### src/rtl/aes_block_ctrl_if.sv
// Buffer, AES core and UART transmitter signals seen by the block sequencer.
// The master side is the sequencer; the slave side is the surrounding datapath.
interface aes_block_ctrl_if;
   logic         buf_empty;
   logic [127:0] buf_dout;
   logic         buf_read_en;
   logic [127:0] aes_din;
   logic         aes_start;
   logic         aes_done;
   logic [127:0] aes_dout;
   logic         tx_start;
   logic [7:0]   tx_data;
   logic         tx_busy;

   modport master (
      input  buf_empty, buf_dout, aes_done, aes_dout, tx_busy,
      output buf_read_en, aes_din, aes_start, tx_start, tx_data
   );

   modport slave (
      output buf_empty, buf_dout, aes_done, aes_dout, tx_busy,
      input  buf_read_en, aes_din, aes_start, tx_start, tx_data
   );
endinterface

### src/rtl/aes_block_ctrl.sv
// Pops 128-bit blocks from the transmit buffer, runs them through the AES core and
// streams the result MSB byte first to the UART transmitter.
module aes_block_ctrl #(
   parameter int unsigned ENC_TIMEOUT = 1024,
   parameter int unsigned BLK_CNT_W   = 16
) (
   input  logic                 clk,
   input  logic                 reset,
   input  logic                 enable,
   aes_block_ctrl_if.master     bus,
   output logic                 trigger,
   output logic                 busy,
   output logic                 timeout_err,
   output logic [BLK_CNT_W-1:0] blk_count
);

   localparam int unsigned TmoW = $clog2(ENC_TIMEOUT + 1);

   typedef enum logic [2:0] {StIdle, StFetch, StStart, StEnc, StSend, StTxWait} state_e;

   state_e          state_q;
   logic [127:0]    din_q;
   logic [127:0]    shift_q;
   logic [3:0]      byte_idx_q;
   logic [TmoW-1:0] tmo_cnt_q;
   logic            txw_first_q;
   logic            aes_start_q;
   logic            tx_start_q;
   logic [7:0]      tx_data_q;
   logic            pop;

   // The buffer presents data the cycle after the pop, so the pop is issued from IDLE
   // itself and FETCH captures the word; gated by reset so it is 0 while in reset.
   assign pop = reset && (state_q == StIdle) && enable && !bus.buf_empty;

   assign bus.buf_read_en = pop;
   assign bus.aes_din     = din_q;
   assign bus.aes_start   = aes_start_q;
   assign bus.tx_start    = tx_start_q;
   assign bus.tx_data     = tx_data_q;
   assign busy            = (state_q != StIdle);

   always_ff @(posedge clk or negedge reset) begin
      if (!reset) begin
         state_q     <= StIdle;
         din_q       <= '0;
         shift_q     <= '0;
         byte_idx_q  <= '0;
         tmo_cnt_q   <= '0;
         txw_first_q <= 1'b0;
         aes_start_q <= 1'b0;
         tx_start_q  <= 1'b0;
         tx_data_q   <= '0;
         trigger     <= 1'b0;
         timeout_err <= 1'b0;
         blk_count   <= '0;
      end else begin
         aes_start_q <= 1'b0;
         tx_start_q  <= 1'b0;
         unique case (state_q)
            StIdle: begin
               if (pop) state_q <= StFetch;
            end
            StFetch: begin
               din_q       <= bus.buf_dout;
               aes_start_q <= 1'b1;
               trigger     <= 1'b1;
               state_q     <= StStart;
            end
            StStart: begin
               tmo_cnt_q <= '0;
               state_q   <= StEnc;
            end
            StEnc: begin
               if (bus.aes_done) begin
                  shift_q    <= bus.aes_dout;
                  byte_idx_q <= '0;
                  trigger    <= 1'b0;
                  state_q    <= StSend;
               end else if (tmo_cnt_q == TmoW'(ENC_TIMEOUT - 1)) begin
                  // Block is dropped; blk_count only counts fully transmitted blocks.
                  timeout_err <= 1'b1;
                  trigger     <= 1'b0;
                  state_q     <= StIdle;
               end else begin
                  tmo_cnt_q <= tmo_cnt_q + TmoW'(1);
               end
            end
            StSend: begin
               if (!bus.tx_busy) begin
                  tx_start_q  <= 1'b1;
                  tx_data_q   <= shift_q[127:120];
                  txw_first_q <= 1'b1;
                  state_q     <= StTxWait;
               end
            end
            StTxWait: begin
               // First cycle ignores tx_busy so the UART has time to raise it.
               if (txw_first_q) begin
                  txw_first_q <= 1'b0;
               end else if (!bus.tx_busy) begin
                  shift_q    <= {shift_q[119:0], 8'h00};
                  byte_idx_q <= byte_idx_q + 4'd1;
                  if (byte_idx_q == 4'd15) begin
                     blk_count <= blk_count + BLK_CNT_W'(1);
                     state_q   <= StIdle;
                  end else begin
                     state_q <= StSend;
                  end
               end
            end
            default: state_q <= StIdle;
         endcase
      end
   end

endmodule

### src/flat_wrapper.sv
// flat-port wrapper written by rule: the top's interface ports become plain ports
module aes_block_ctrl_flat 
#(
   parameter int unsigned ENC_TIMEOUT = 1024,
   parameter int unsigned BLK_CNT_W   = 16
)
  (clk, reset, enable, trigger, busy, timeout_err, blk_count, bus_buf_empty, bus_buf_dout, bus_aes_done, bus_aes_dout, bus_tx_busy, bus_buf_read_en, bus_aes_din, bus_aes_start, bus_tx_start, bus_tx_data);
  aes_block_ctrl_if bus_i ();
  input  logic clk;
  input  logic reset;
  input  logic enable;
  output logic trigger;
  output logic busy;
  output logic timeout_err;
  output logic [BLK_CNT_W-1:0] blk_count;
  input wire logic [$bits(bus_i.buf_empty)-1:0] bus_buf_empty;
  input wire logic [$bits(bus_i.buf_dout)-1:0] bus_buf_dout;
  input wire logic [$bits(bus_i.aes_done)-1:0] bus_aes_done;
  input wire logic [$bits(bus_i.aes_dout)-1:0] bus_aes_dout;
  input wire logic [$bits(bus_i.tx_busy)-1:0] bus_tx_busy;
  output wire logic [$bits(bus_i.buf_read_en)-1:0] bus_buf_read_en;
  output wire logic [$bits(bus_i.aes_din)-1:0] bus_aes_din;
  output wire logic [$bits(bus_i.aes_start)-1:0] bus_aes_start;
  output wire logic [$bits(bus_i.tx_start)-1:0] bus_tx_start;
  output wire logic [$bits(bus_i.tx_data)-1:0] bus_tx_data;
  assign bus_i.buf_empty = bus_buf_empty;
  assign bus_i.buf_dout = bus_buf_dout;
  assign bus_i.aes_done = bus_aes_done;
  assign bus_i.aes_dout = bus_aes_dout;
  assign bus_i.tx_busy = bus_tx_busy;
  assign bus_buf_read_en = bus_i.buf_read_en;
  assign bus_aes_din = bus_i.aes_din;
  assign bus_aes_start = bus_i.aes_start;
  assign bus_tx_start = bus_i.tx_start;
  assign bus_tx_data = bus_i.tx_data;
  aes_block_ctrl #(.ENC_TIMEOUT(ENC_TIMEOUT), .BLK_CNT_W(BLK_CNT_W)) u_core (.clk(clk), .reset(reset), .enable(enable), .bus(bus_i), .trigger(trigger), .busy(busy), .timeout_err(timeout_err), .blk_count(blk_count));
endmodule
### config.mk
export PLATFORM = sky130hd
export DESIGN_NAME = aes_block_ctrl_flat
export DESIGN_NICKNAME = d
export VERILOG_FILES = /design/src/rtl/aes_block_ctrl_if.sv /design/src/rtl/aes_block_ctrl.sv /design/src/flat_wrapper.sv
export SDC_FILE = /design/constraint.sdc
export NUM_CORES = 1
export LEC_CHECK = 0
export BUFFER_PORTS_ARGS = -buffer_cell sky130_fd_sc_hd__buf_2
export CAP_MARGIN = 5
export CORE_AREA = 2 2 164 166
export DETAILED_ROUTE_END_ITERATION = 6
export DIE_AREA = 0 0 166 168
export PLACE_DENSITY = 0.84
export SETUP_SLACK_MARGIN = 0.4
export SKIP_CTS_REPAIR_TIMING = 1
export SLEW_MARGIN = 20
export SYNTH_ARGS = -nofsm -noshare
export SYNTH_HDL_FRONTEND = slang
export SYNTH_SLANG_ARGS = --single-unit
export TNS_END_PERCENT = 100
### constraint.sdc
create_clock -name clk -period 3.5 [get_ports clk]
set_input_delay 0.875 -clock clk [delete_from_list [all_inputs] [get_ports clk]]
set_output_delay 0.875 -clock clk [all_outputs]
set_load 0.01 [all_outputs]
Word-level counts from Yosys, hierarchy flattened
Cells that the tools add are included.
W data, S select, Z words.
{"block": "classes", "reduce_logical": 18, "n_bitwise": 3, "n_eq_ne": 15, "muxes": 27, "addsub": 3}
{"op": "$mux W128", "count": 3}
{"op": "$pmux W128 S2", "count": 1}
{"op": "$mux W11", "count": 2}
{"op": "$pmux W11 S2", "count": 1}
{"op": "$mux W3", "count": 7}
{"op": "$pmux W3 S6", "count": 1}
{"op": "$add A16 B1 Y16 const B", "count": 1}
{"op": "$ne A2 B2 Y1 const B", "count": 7}
{"op": "$mux W4", "count": 3}
{"op": "$add A11 B1 Y11 const B", "count": 1}
{"op": "$eq A11 B10 Y1 const B", "count": 1}
{"op": "$pmux W4 S2", "count": 1}
{"op": "$reduce_and A4 Y1", "count": 2}
{"op": "$reduce_bool A2 Y1", "count": 4}
{"op": "$eq A3 B2 Y1 const B", "count": 2}
{"op": "$eq A3 B3 Y1 const B", "count": 2}
{"op": "$mux W1", "count": 6}
{"op": "$reduce_and A2 Y1", "count": 3}
{"op": "$reduce_and A3 Y1", "count": 2}
{"op": "$reduce_and A5 Y1", "count": 1}
{"op": "$add A4 B1 Y4 const B", "count": 1}
{"op": "$eq A4 B4 Y1 const B", "count": 1}
{"op": "$pmux W1 S2", "count": 2}
{"op": "$eq A3 B1 Y1 const B", "count": 1}
{"op": "6 further kinds", "count": 10}
{"block": "totals", "reg_bits": 303, "out_inout_bits": 158, "inputBits": 262, "wordCells": 78}

Depth between registers and ports, before layout
Gate-level depths: netlist (run 1).
{"block": "depth", "ltp_word": 6, "depth_mapped": 8, "mapped_depth_nobuf": 5}

Least setup slack after synthesis (run 1)
OpenSTA, ideal clock, no wires.
{"block": "synth_timing", "kind": "in2reg", "startpoint": "input bus_tx_busy", "endpoint": "register u_core.blk_count[11]", "stages": 5, "t_required_ns": 3.421, "n_path_buf": 1, "arrival_time_ns": 2.184, "path_slack_ns": 1.237, "setup_time_ns": 0.079, "path_cell_list": "or3b_1 > or3_1 > buf_6 > nor4_4 > xor2_1"}
{"block": "synth_via", "elab_chain_len": 2}
{"item": "start, declared", "line": "flat_wrapper.sv:20", "source": "input wire logic [$bits(bus_i.tx_busy)-1:0] bus_tx_busy;"}
{"item": "$not A1 Y1 (no source line)"}
{"item": "$reduce_and A4 Y1 (no source line)"}
{"item": "end signal, assigned", "line": "aes_block_ctrl.sv:105", "source": "blk_count <= blk_count + BLK_CNT_W'(1);"}
{"item": "end, declared", "line": "aes_block_ctrl.sv:14", "source": "output logic [BLK_CNT_W-1:0] blk_count"}
No other way between the ends.
A chain may end at the register's enable or synchronous reset.

Worst setup path in the final report (run 1)
{"block": "layout_timing", "startpoint": "register u_core.state_q[0]", "endpoint": "output bus_buf_read_en"}
{"block": "layout_via", "elab_chain_len": 4}
{"item": "start, declared", "line": "aes_block_ctrl.sv:21", "source": "state_e state_q;"}
{"item": "start signal, assigned", "line": "aes_block_ctrl.sv:45", "source": "state_q <= StIdle;"}
{"item": "start signal, assigned", "line": "aes_block_ctrl.sv:62", "source": "if (pop) state_q <= StFetch;"}
{"item": "start signal, assigned", "line": "aes_block_ctrl.sv:68", "source": "state_q <= StStart;"}
{"item": "$logic_not A3 Y1", "line": "aes_block_ctrl.sv:34", "source": "assign pop = reset && (state_q == StIdle) && enable && !bus.buf_empty;"}
{"item": "$logic_and A1 B1 Y1 (3 in a row)", "line": "aes_block_ctrl.sv:34"}
{"item": "end, declared", "line": "flat_wrapper.sv:21", "source": "output wire logic [$bits(bus_i.buf_read_en)-1:0] bus_buf_read_en;"}
No other way between the ends.

==> run summary, run 1 <==
Flop pwr share: 42.7%
DR WL/cell: 18.3 µm
Clock sinks: 303
GP Congestion: 0.811
Worst-Margin Slew: 1000 ps
Power Total: 14.1 mW
Setup slack, reg-to-reg: 1010 ps
Prevailing post-synth register cell: dfrtp_1
Net Switching: 4.60 mW
Core area: 26400 µm²
Synthesized flop and latch total: 303
Vias in the first global route: 9746
Deepest level of the CTS H-tree: 1
Routed Wire Length: 32800 µm
CP endpoint: bus_buf_read_en
Syn avg cell area: 12.5 µm²
Clock network power share: 25.4%
DIE AREA: 27900 µm²
Die width: 166 µm
Post-Syn Instances: 1011
Warnings, synthesis: 0
Combinational power share: 31.9%
Area of the multi-input gates: 4780 µm²
Share of cells above drive strength 1: 43.9%
Register Area: 7580 µm²
Number of hold violations in the final report: 0
RR Startpoint: u_core.state_q[2]
Status: finished, final reports clean
Global-route wire length before repair: 51000 µm
Final period util: 78.3%
Max incr delay on CP: 570 ps
DRC Markers: 0
Pre-CTS WS: 829 ps
Number of CTS-inserted buffers: 31
Synth cell types: 47
EDFF count, synth: 0
Initial antenna violation count: 11
Pin count of the biggest net entering global routing: 163
Pins Over Slew Limit: 0
Leakage Power: 8.74 nW
Async set-reset flop share out of synthesis: 100%
Critical Path Source Type: flop
Critical R2R Capture: u_core.shift_q[82]
Area growth, synth to finish: 29.0%
Critical path class: flop to output port
CP endpoint kind: output port
Worst Setup SP: u_core.state_q[0]
Power per Cell Area: 863 nW/µm²
Global route overflow: 0
Relative slew slack: 33.0%
Post-synthesis sequential area ratio: 60.0%
CP cell instances: or3_1, nor2_1, buf_2
Clk root buf: clkbuf_16
Tmin final: 2740 ps
Detail Placement HPWL: 23300 µm
CTS tree: yes
Fin nets: 1685
First-pass DRT Iterations: 5
Switching part of the total power: 32.8%
RSZ-0062 raised after global routing: false
FMAX: 365 MHz
Initial core utilization: 47.9%
Port Buffers: 419
CP max FO: 16
Worst Path Required: 2620 ps
Vias/cell: 5.27
R2R depth: 5
Via Count: 9465
Setup TNS Final: 0 ps
I/O pin count: 420
Int Pwr: 9.45 mW
Syn Nets: 1276
Worst path slowest cell: dfrtp_1
CTS Buffer Depth: 3
# Max-Cap Violations: 0
Die Y: 168 µm
Setup ws final: 759 ps
Crit path DAT: 1870 ps
Worst-Skew Late Latency: 550 ps
Clk slew on worst S/H paths: 60 ps
FP Rows: 60
Setup Skew: 9.19 ps
Worst vdd ir: 668 µV
Synthesized area: 12600 µm²
Worst min-delay path class: primary input to async pin
Final setup fails: 0
Total track usage: 22.7%
ANT nets after route: 0
DRT iter0 DRCs: 689
Fillers: 2036
-- how the worst min path moves through the flow --
stage,depth (start not counted),to,start
5_1_grt,1,u_core.timeout_err,u_core.timeout_err
4_1_cts,1,u_core.timeout_err,u_core.timeout_err
3_3_place_gp,1,u_core.timeout_err,u_core.timeout_err
6_report,2,u_core.shift_q[26],reset
2_1_floorplan,2,u_core.shift_q[120],u_core.shift_q[120]
3_5_place_dp,1,u_core.timeout_err,u_core.timeout_err
-- layout by cell type, fill, tap and decap left out, types with 2 or more instances in the layout --
cell and instances:
buf_2 418, dfrtp_1 303, mux2_2 137, nand2_1 133, o21ai_0 127, mux2i_1 120, clkbuf_16 31, nor3_1 15
diode_2 11, xnor2_1 11, buf_4 11, a22o_1 10, nand3_1 10, xor2_1 8, inv_1 7, nor2_1 7
nand4_1 7, buf_12 7, and3_1 6, bufinv_16 6, clkbuf_8 5, clkinv_2 5, clkinvlp_4 5, a211o_1 4
nand2b_1 3, o311ai_0 3, ha_1 3, clkbuf_1 3, nor3_2 2, or3_1 2, nor2b_1 2, and4_1 2
a21oi_1 2, nor4_1 2, a31oi_1 2, a21boi_0 2, a21o_1 2, inv_6 2
-- power groups by stage --
stage | Clock [mW] | Sequential (mW) | Combinational [mW]
finish | 3.58 | 6.00 | 4.48
CTS | 3.64 | 5.99 | 4.52
global placement | 0 | 5.92 | 4.31
global route | 3.78 | 6.18 | 4.92
detailed placement | 0 | 6.00 | 4.48
floorplan | 0 | 6.16 | 2.49
-- critical path: cells and delay by family (launching register included) --
family,cells,cell delay [ps]
simple gates,2,600
flops,1,570
buf+inv,1,150
-- Yosys cell counts (all sizes together), types with 2 or more instances --
library cell / instances / area, µm²
a211o: 4 / 35.0
a21boi: 2 / 15.0
a21o: 2 / 15.0
a21oi: 3 / 15.0
a22o: 10 / 87.6
a31oi: 2 / 12.5
and3: 6 / 37.5
and4: 2 / 17.5
buf: 30 / 151
clkbuf: 31 / 116
dfrtp: 303 / 7580
ha: 3 / 37.5
inv: 7 / 26.3
mux2: 137 / 1540
mux2i: 120 / 1200
nand2: 134 / 503
nand2b: 3 / 18.8
nand3: 10 / 50.1
nand4: 7 / 43.8
nor2: 7 / 26.3
nor2b: 2 / 12.5
nor3: 17 / 90.1
nor4: 3 / 33.8
o21ai: 127 / 636
o311ai: 4 / 35.0
or3: 2 / 12.5
xnor2: 11 / 96.3
xor2: 8 / 70.1
-- stage by stage --
stage	hold slack [ps]	utilization, %	instance area (µm²)	instances
final	415	61.9	16300	1797
after global routing	478	61.9	16300	1797
after CTS	463	61.8	16300	1786
after detailed placement	450	57.5	15100	1728
after global placement	438	57.5	15100	1728
after floorplan	444	-	12600	1011
-- state kept, by name (all words and copies together), names as in the netlist --
name	count
u_core.trigger	1
u_core.byte_idx_q	4
u_core.state_q	3
u_core.bus.tx_data	8
u_core.shift_q	128
u_core.bus.aes_din	128
u_core.bus.aes_start	1
u_core.tmo_cnt_q	11
u_core.txw_first_q	1
u_core.timeout_err	1
u_core.blk_count	16
u_core.bus.tx_start	1
-- metal layers --
layer	up-vias	wire length, µm	global-route usage, %
met5	-	0	0
met4	0	1180	9.38
met3	78	2130	4.68
met2	356	16500	38.3
met1	4629	13000	28.7
li1	4402	-	-
-- cells by family after synthesis --
group / count (synthesis) / synth area share [%]
DFF: 303 / 60.0
and+or+nand+nor: 202 / 7.28
adders and majority gates: 3 / 0.297
muxes: 257 / 21.7
xor gates and xnor gates: 19 / 1.32
AOI/OAI and AO/OA: 159 / 7.05
buffers and inverters: 68 / 2.33
-- area by class of cell --
type,count,share of cell area [%]
Antenna cell,11,0.169
Clock buffer,39,5.25
Clock inverter,19,1.65
Inverter,7,0.161
Multi-Input combinational cell,640,29.3
Sequential cell,303,46.5
Tap cell,341,2.62
Timing Repair Buffer,437,14.3
(Power assumes the default switching activity.)
==> run 2, diff against run 1 <==
--- a/config.mk
+++ b/config.mk
@@ -7,9 +7,9 @@
 export LEC_CHECK = 0
 export BUFFER_PORTS_ARGS = -buffer_cell sky130_fd_sc_hd__buf_2
 export CAP_MARGIN = 5
-export CORE_AREA = 2 2 164 166
+export CORE_MARGIN = 2
+export CORE_UTILIZATION = 46
 export DETAILED_ROUTE_END_ITERATION = 6
-export DIE_AREA = 0 0 166 168
 export PLACE_DENSITY = 0.84
 export SETUP_SLACK_MARGIN = 0.4
 export SKIP_CTS_REPAIR_TIMING = 1
==> constraint.sdc (replaced) <==
create_clock -name clk -period 2.4 [get_ports clk]
set_input_delay 0.6 -clock clk [delete_from_list [all_inputs] [get_ports clk]]
set_output_delay 0.6 -clock clk [all_outputs]
set_load 0.01 [all_outputs]
==> run summary, run 2 (synthesis gave the netlist of run 1 again) <==
Status: finished, final reports clean
Clk slew on worst S/H paths: 70 ps (about the same)
Commonest non-fill, non-tap cell in the layout: buf_2
Placed cell area: 15300 µm² (+0.84%)
Leakage Power: 8.88 nW (+1.6%)
Crit path DAT: 1630 ps (-240 ps)
Core area: 27000 µm² (+2.3%)
Deepest level of the CTS H-tree: 1 (unchanged)
CP endpoint: bus_buf_read_en
Worst min-delay path class: primary input to async pin
Post-Layout Inst Area: 16500 µm² (+1.1%)
R2R depth: 6 (+1)
Detail Placement HPWL: 24100 µm (+3.4%)
Routed Wire Length: 34100 µm (+4.0%)
Fillers: 2048 (+0.59%)
CP max FO: 4 (-12)
Pre-CTS WS: 163 ps (-667 ps)
Setup ws final: 172 ps (-586 ps)
Fin nets: 1706 (+1.2%)
Initial core utilization: 46.9% (-1.1 points)
CP endpoint kind: output port
# Max-Cap Violations: 0 (unchanged)
CTS Buffer Depth: 3 (unchanged)
Critical R2R Capture: u_core.blk_count[11]
GP Congestion: 0.834 (+2.9%)
RSZ-0062 raised after global routing: true
Final setup fails: 0 (unchanged)
First-pass DRT Iterations: 5 (unchanged)
DR WL/cell: 18.9 µm (+3.2%)
Cell depth of the worst setup path: 3 (unchanged)
Worst-Margin Slew: 937 ps (-67.4 ps)
Number of hold violations in the final report: 0 (unchanged)
Vias/cell: 5.30 (+0.58%)
Clock sinks: 303 (unchanged)
ANT nets after route: 0 (unchanged)
I/O pin count: 420 (unchanged)
Total track usage: 22.4% (-0.25 points)
Vias in the first global route: 9739 (-0.072%)
Area of the multi-input gates: 4830 µm² (+1.1%)
Top Family by Delay on Critical Path: simple AND/OR/NAND/NOR gates
Worst path slowest cell: dfrtp_2
Number of CTS-inserted buffers: 30 (-3.2%)
Worst-Skew Late Latency: 550 ps (about the same)
Clk root buf: clkbuf_16
Global-route wire length before repair: 51100 µm (+0.26%)
FP Rows: 60 (unchanged)
Area growth, synth to finish: 30.5%
FMAX: 449 MHz
Die Y: 170 µm (+1.0%)
Commonest cells after routing, fill and taps aside: 418 x buf_2, 300 x dfrtp_1, 137 x mux2_2, 133 x nand2_1, 127 x o21ai_0
Critical path class: flop to output port
Worst Setup SP: u_core.state_q[0]
Setup TNS Final: 0 ps (unchanged)
Final core occ: 61.2% (-0.69 points)
DRT iter0 DRCs: 605 (-12%)
Relative slew slack: 37.5% (+4.5 points)
Tmin final: 2230 ps
Port Buffers: 419 (unchanged)
Pins Over Slew Limit: 0 (unchanged)
Register Area: 7590 µm² (about the same)
Share of cells above drive strength 1: 45.2% (+1.3 points)
Initial antenna violation count: 6 (-5)
Pin count of the biggest net entering global routing: 179 (+9.8%)
Final period util: 92.8%
CTS tree: yes
Setup slack, reg-to-reg: 460 ps (-550 ps)
CP cell instances: or3_4, nor2_2, buf_2
RR Startpoint: u_core.state_q[0]
Global route overflow: 0 (unchanged)
DIE AREA: 28800 µm² (+3.3%)
Power per Cell Area: 1240 nW/µm² (+44%)
Setup Skew: 7.30 ps (-1.89 ps)
Via Count: 9589 (+1.3%)
Worst Path Required: 1800 ps (-820 ps)
Buffers & Inverters on Critical Path: 1 (unchanged)
Worst vdd ir: 948 µV (+42%)
Max incr delay on CP: 430 ps (-140 ps)
Critical Path Source Type: flop
Die width: 170 µm (+2.2%)
DRC Markers: 0 (unchanged)
==> run 2: changes by cell type in the layout (fill, tap and decap cells not counted), moves of 3 or more <==
| cell | previous run | this run |
|---|---|---|
| buf_12 | 7 | 10 |
| buf_4 | 11 | 26 |
| bufinv_16 | 6 | 3 |
| clkinvlp_4 | 5 | 1 |
| dfrtp_1 | 303 | 300 |
| dfrtp_2 | 0 | 3 |
| diode_2 | 11 | 5 |
| nor3_1 | 15 | 12 |
==> run 2: report_power, final <==
part	internal, mW	switching [mW]	leakage [nW]	total, mW
registers	7.38	1.27	3.74	8.65
clock network	2.84	1.99	0.507	4.83
logic	3.47	3.50	4.64	6.98
==> run 2: area by class of cell <==
cell class                 count  area share [%]
clock buffer                  41            5.24
clock inverter                14           0.964
inverter                       7           0.159
sequential                   303            46.0
antenna                        5          0.0759
timing repair buffer         459            15.6
multi-input combinational    640            29.3
tap                          341            2.59
==> run 2: layer usage <==
layer  up-vias  wire length [µm]  track usage (%)
met5         -                13                0
met4         2              1230             7.88
met3        71              2430             5.60
met2       380             17300             39.1
met1      4701             13200             27.1
li1       4435                 -                -
==> run 2: worst min path at each step <==
stage	slack [ps]	startpoint	end
5_1_grt	210	reset	u_core.bus.aes_din[24]
3_5_place_dp	450	u_core.timeout_err	u_core.timeout_err
2_1_floorplan	300	reset	u_core.blk_count[0]
4_1_cts	200	reset	u_core.bus.aes_din[27]
3_3_place_gp	440	u_core.timeout_err	u_core.timeout_err
6_report	140	reset	u_core.bus.aes_din[92]
==> run 2: stage by stage <==
step | power (mW) | hold slack, ps | cells
after floorplan | 12.6 | 304 | 1011
after global placement | 15.0 | 437 | 1740
after detailed placement | 15.4 | 451 | 1740
after CTS | 20.4 | 197 | 1795
after global routing | 21.7 | 207 | 1810
final | 20.5 | 142 | 1810
